## src/rtl/lcd_hd44780_responder.sv

```systemverilog
// HD44780-style character LCD responder: samples EN/RS/RW/data on EN falling edge,
// keeps a 2x16 character buffer, cursor, mode flags and a busy-time model.
module lcd_hd44780_responder #(
    parameter int unsigned BUSY_CMD   = 2000,
    parameter int unsigned BUSY_HOME  = 82000,
    parameter int unsigned BUSY_CLEAR = 82000
) (
    input  logic        clk,
    input  logic        rst,
    input  logic        EN,
    input  logic        RS,
    input  logic        RW,
    input  logic [7:0]  data,
    input  logic [4:0]  rd_addr,
    output logic [7:0]  rd_char,
    output logic [6:0]  cursor_addr,
    output logic        busy,
    output logic        display_on,
    output logic        cursor_on,
    output logic        blink_on,
    output logic        two_line,
    output logic        entry_inc,
    output logic        overrun,
    output logic        addr_err,
    output logic [15:0] wr_count
);

    // Busy cycles left after the 32-cycle fill; zero means the fill alone covers Clear.
    localparam int unsigned CLEAR_TAIL = (BUSY_CLEAR > 32) ? (BUSY_CLEAR - 32) : 0;

    typedef enum logic [1:0] {
        S_IDLE,
        S_EXEC,
        S_CLEARING
    } state_t;

    typedef enum logic [3:0] {
        C_NOP,
        C_CLEAR,
        C_HOME,
        C_ENTRY,
        C_DISP,
        C_SHIFT,
        C_FUNC,
        C_CGRAM,
        C_DDRAM
    } cmd_t;

    state_t      state, state_nx;
    cmd_t        cmd;
    logic [31:0] cnt, cnt_nx;
    logic [4:0]  clr_idx, clr_idx_nx;
    logic        en_q;
    logic        xfer;
    logic        do_char;
    logic        do_cmd;
    logic        ddram_ok;
    logic        ovr_nx;
    logic        aerr_nx;
    logic [4:0]  wr_idx;
    logic [7:0]  mem [32];

    function automatic logic [6:0] step_cursor(input logic [6:0] a, input logic inc);
        if (inc) begin
            if (a == 7'h0F) return 7'h40;
            if (a == 7'h4F) return 7'h00;
            return a + 7'd1;
        end
        if (a == 7'h00) return 7'h4F;
        if (a == 7'h40) return 7'h0F;
        return a - 7'd1;
    endfunction

    assign xfer     = en_q & ~EN;
    assign busy     = (state != S_IDLE);
    assign ddram_ok = (data[5:4] == 2'b00);
    assign wr_idx   = {cursor_addr[6], cursor_addr[3:0]};

    // Instruction class is chosen by the highest set bit of the byte.
    always_comb begin
        cmd = C_NOP;
        casez (data)
            8'b1???????: cmd = C_DDRAM;
            8'b01??????: cmd = C_CGRAM;
            8'b001?????: cmd = C_FUNC;
            8'b0001????: cmd = C_SHIFT;
            8'b00001???: cmd = C_DISP;
            8'b000001??: cmd = C_ENTRY;
            8'b0000001?: cmd = C_HOME;
            8'b00000001: cmd = C_CLEAR;
            default:     cmd = C_NOP;
        endcase
    end

    always_ff @(posedge clk) begin
        if (rst) begin
            state   <= S_CLEARING;
            cnt     <= '0;
            clr_idx <= '0;
        end else begin
            state   <= state_nx;
            cnt     <= cnt_nx;
            clr_idx <= clr_idx_nx;
        end
    end

    always_comb begin
        state_nx   = state;
        cnt_nx     = cnt;
        clr_idx_nx = clr_idx;
        do_char    = 1'b0;
        do_cmd     = 1'b0;
        ovr_nx     = 1'b0;
        aerr_nx    = 1'b0;
        case (state)
            S_IDLE: begin
                if (xfer && !RW) begin
                    if (RS) begin
                        do_char  = 1'b1;
                        state_nx = S_EXEC;
                        cnt_nx   = BUSY_CMD - 1;
                    end else begin
                        do_cmd = 1'b1;
                        case (cmd)
                            C_NOP: ;
                            C_CLEAR: begin
                                state_nx   = S_CLEARING;
                                clr_idx_nx = '0;
                            end
                            C_HOME: begin
                                state_nx = S_EXEC;
                                cnt_nx   = BUSY_HOME - 1;
                            end
                            default: begin
                                state_nx = S_EXEC;
                                cnt_nx   = BUSY_CMD - 1;
                                aerr_nx  = (cmd == C_DDRAM) && !ddram_ok;
                            end
                        endcase
                    end
                end
            end
            S_EXEC: begin
                ovr_nx = xfer;
                if (cnt == '0) state_nx = S_IDLE;
                else           cnt_nx   = cnt - 1;
            end
            S_CLEARING: begin
                ovr_nx = xfer;
                if (clr_idx == 5'd31) begin
                    if (CLEAR_TAIL == 0) begin
                        state_nx = S_IDLE;
                    end else begin
                        state_nx = S_EXEC;
                        cnt_nx   = CLEAR_TAIL - 1;
                    end
                end else begin
                    clr_idx_nx = clr_idx + 5'd1;
                end
            end
            default: state_nx = S_IDLE;
        endcase
    end

    always_ff @(posedge clk) begin
        if (rst) begin
            en_q        <= 1'b0;
            display_on  <= 1'b0;
            cursor_on   <= 1'b0;
            blink_on    <= 1'b0;
            two_line    <= 1'b0;
            entry_inc   <= 1'b1;
            cursor_addr <= '0;
            wr_count    <= '0;
            overrun     <= 1'b0;
            addr_err    <= 1'b0;
            rd_char     <= '0;
        end else begin
            en_q     <= EN;
            overrun  <= ovr_nx;
            addr_err <= aerr_nx;
            rd_char  <= mem[rd_addr];
            if (do_char) begin
                cursor_addr <= step_cursor(cursor_addr, entry_inc);
                wr_count    <= wr_count + 16'd1;
            end
            if (do_cmd) begin
                case (cmd)
                    C_CLEAR: begin
                        cursor_addr <= '0;
                        entry_inc   <= 1'b1;
                    end
                    C_HOME:  cursor_addr <= '0;
                    C_ENTRY: entry_inc <= data[1];
                    C_DISP: begin
                        display_on <= data[2];
                        cursor_on  <= data[1];
                        blink_on   <= data[0];
                    end
                    C_FUNC:  two_line <= data[3];
                    C_DDRAM: if (ddram_ok) cursor_addr <= data[6:0];
                    default: ;
                endcase
            end
        end
    end

    // Character buffer has no reset; the post-reset fill initialises it.
    always_ff @(posedge clk) begin
        if (!rst) begin
            if (state == S_CLEARING) mem[clr_idx] <= 8'h20;
            else if (do_char)        mem[wr_idx]  <= data;
        end
    end

endmodule

```

## config.mk

```make
export PLATFORM = sky130hd
export DESIGN_NAME = lcd_hd44780_responder
export DESIGN_NICKNAME = d
export VERILOG_FILES = /design/src/rtl/lcd_hd44780_responder.sv
export SDC_FILE = /design/constraint.sdc
export NUM_CORES = 1
export LEC_CHECK = 0
export CORE_MARGIN = 4
export CORE_UTILIZATION = 55
export CTS_CLUSTER_DIAMETER = 200
export DETAILED_ROUTE_END_ITERATION = 6
export GPL_TIMING_DRIVEN = 1
export HOLD_SLACK_MARGIN = 0.06
export PLACE_DENSITY = 0.77
export SLEW_MARGIN = 20
export SYNTH_ARGS = -nofsm -noshare
export SYNTH_HDL_FRONTEND = slang
export SYNTH_SLANG_ARGS = --single-unit
```

## constraint.sdc

```tcl
create_clock -name clk -period 3 [get_ports clk]
set_input_delay 0.6 -clock clk [delete_from_list [all_inputs] [get_ports clk]]
set_output_delay 0.6 -clock clk [all_outputs]
set_load 0.02 [all_outputs]
```

==> out/metrics.yaml <==
status: "finished clean"
grt_max_degree: 65
post-route-min-period_ns: 2.59
synth_cell_type_count: 68
setup_viol: 0
p_total_mw: 12.0
yosys.area_share.simple: 0.104
post_cts_buffers: 0
routedWlPerCell_um: 22.6
finalHoldViolCount: 0
clk-insertion-delay-late_ns: 0.52
cts_tree: "yes"
fillers: 1677
synth_warnings: 0
yosysMostFrequentCell: "edfxtp_1"
hp-class: "register to register"
grt_pass1_vias: 8690
worstSetupStartpointType: "register"
synth_area_sq_um: 14200
initial_core_util: 0.562
regArea_sq_um: 9250
fin_cells: 1444
holdBufCountCts: 0
synth_xor_area_frac: 0.0123
grtUsageTotal: 0.232
required_ns: 3.23
clockRootBuffer: "clkbuf_16"
dp.cells: 1380
yosys_register_bits: 334
gp_congestion: 0.835
overflow: 0
n_antenna_cell: 0
yosysTopAreaCellShare: 0.540
finalWirelength_um: 32600
die_h_um: 169
grt_antenna_before_repair: 1
maxCapViolCount: 0
end_kind: "register"
slew_viol_final: 0
coreArea_sq_um: 25300
viasPerCell: 6.13
async_reset_ff_frac: 0
fin_crit_sh: 0.863
syn_avg_cell_area_sq_um: 14.7
yosys.area_share.adder: 0.00968
critPathArrivalTime_ns: 2.82
p_leak_nw: 6.25
multi_input_area_sq_um: 4670
netlist_instances: 967
synth_compound_area_frac: 0.0655
synth.area.mux_share: 0.136
slew_headroom: 0.411
vias: 8851
grt_pass1_wl_um: 51200
layout.nets: 1116
fmax_ghz: 0.386
syn_nets: 996
syn2layout_area_growth_pct: 18.6
seq_area_frac_synth: 0.650
power_density_nw_per_um2: 711
drt_iter0_drc: 887
synth_area_leaders: "edfxtp_1, mux4_2, dfxtp_1"
pin_count: 57
drcViolationCount: 0
synth_edf_count: 256
drive_gt1_frac: 0.217
die_w_um: 169
synth_top_family_by_area: "multiplexers"
path_class: "register to register"
die_area_sq_um: 28500
dr.pass1.iters: 5
critPathMaxFanout: 8
antenna_left: 0
h-tree-depth: 2
rows: 58
fin_worst_hold_slack_ns: 0.490
synth_ff_type: "edfxtp_1"
finalClockSkew_ns: 0.0176
numPortBuffers: 56
irDropWorstVdd_mv: 0.658
finalSetupTns_ns: 0
yosys-top-cells-count: "edfxtp_1, mux4_2, nor2_1, dfxtp_1, nand2_1"
hpwl_um: 20700
numCtsBuffers: 35
clk_path_buf_depth: 3
cts.clk_slew.worst_paths_ns: 0.06
clock-sinks: 334
rsz0062_at_grt: "no"
synth_top_area_cell: "edfxtp_1"
cts_resized: 0
worst_pin_slew_ns: 0.869
r2r_setup_slack_ns: 0.41
[cell type report]
cell class	instances	share of cell area
inverter	19	0.00423
clock inverter	20	0.0159
timing repair buffer	137	0.0745
sequential	334	0.548
clock buffer	44	0.0558
multi-input combinational	560	0.277
tap	330	0.0245
[power breakdown]
group          total [mW]  switching, mW  internal [mW]
logic                2.28           1.45          0.832
clock network        4.51           1.75           2.76
registers            5.21          0.133           5.08
total                12.0           3.33           8.67
[logic make-up (layout without fill, tap and decap cells)]
family                     after synthesis  after routing
DFF                                    334            334
and+or+nand+nor                        288            288
AOI/OAI and AO/OA                      149            149
muxes                                   92             92
buffers and inverters                   73            220
xor gates and xnor gates                20             20
adders and majority gates               11             11
[critical path, cell delays in order (launching register included)]
cell      delay [ns]
dfxtp_1         0.32
inv_1           0.09
ha_1            0.19
and4bb_2        0.26
nand2_2         0.10
nor3_2          0.24
mux2i_1         0.35
nand2_1         0.10
buf_4           0.20
nor3_1          0.22
buf_4           0.23
[state kept, by name (all words and copies together) (netlist names), 2 cells and up]
name         flops
cnt             32
clr_idx          5
mem            256
rd_char          8
wr_count        16
state            2
cursor_addr      7
[path summary, 6_finish.rpt]
path	startpoint	endpoint	depth (start not counted)
worst max-delay path	state[1]	mem[21][7]	10
worst max register to register	state[1]	mem[21][7]	10
worst min-delay path	clr_idx[1]	clr_idx[1]	2
worst min register to register	clr_idx[1]	clr_idx[1]	2
[placed cells by master (no fill, tap or decap), types with 11 or more instances in the layout]
master	count
buf_4	74
nor4_1	12
xor2_1	16
edfxtp_1	256
o21ai_0	33
clkbuf_16	36
nor3_1	37
nand4_1	11
nand3_1	20
inv_1	19
nand2_1	61
a31oi_1	11
mux4_2	80
dfxtp_1	78
nor2_1	76
clkdlybuf4s50_1	53
a21oi_1	50
ha_1	11
[layer usage]
layer | vias up | global-route usage | wire, um
met4 | 2 | 0.0413 | 411
li1 | 4028 | - | -
met2 | 369 | 0.381 | 16200
met3 | 35 | 0.0458 | 2380
met5 | - | 0 | 7
met1 | 4417 | 0.332 | 13600
[metrics by stage]
step,area (sq um),setup WS (ns),util
2_1_floorplan,14200,0.0475,-
3_3_place_gp,15700,-0.0226,0.618
3_5_place_dp,15700,-0.0734,0.618
4_1_cts,16900,0.399,0.666
5_1_grt,16900,0.181,0.666
6_report,16900,0.412,0.666
(Power assumes the default switching activity.)
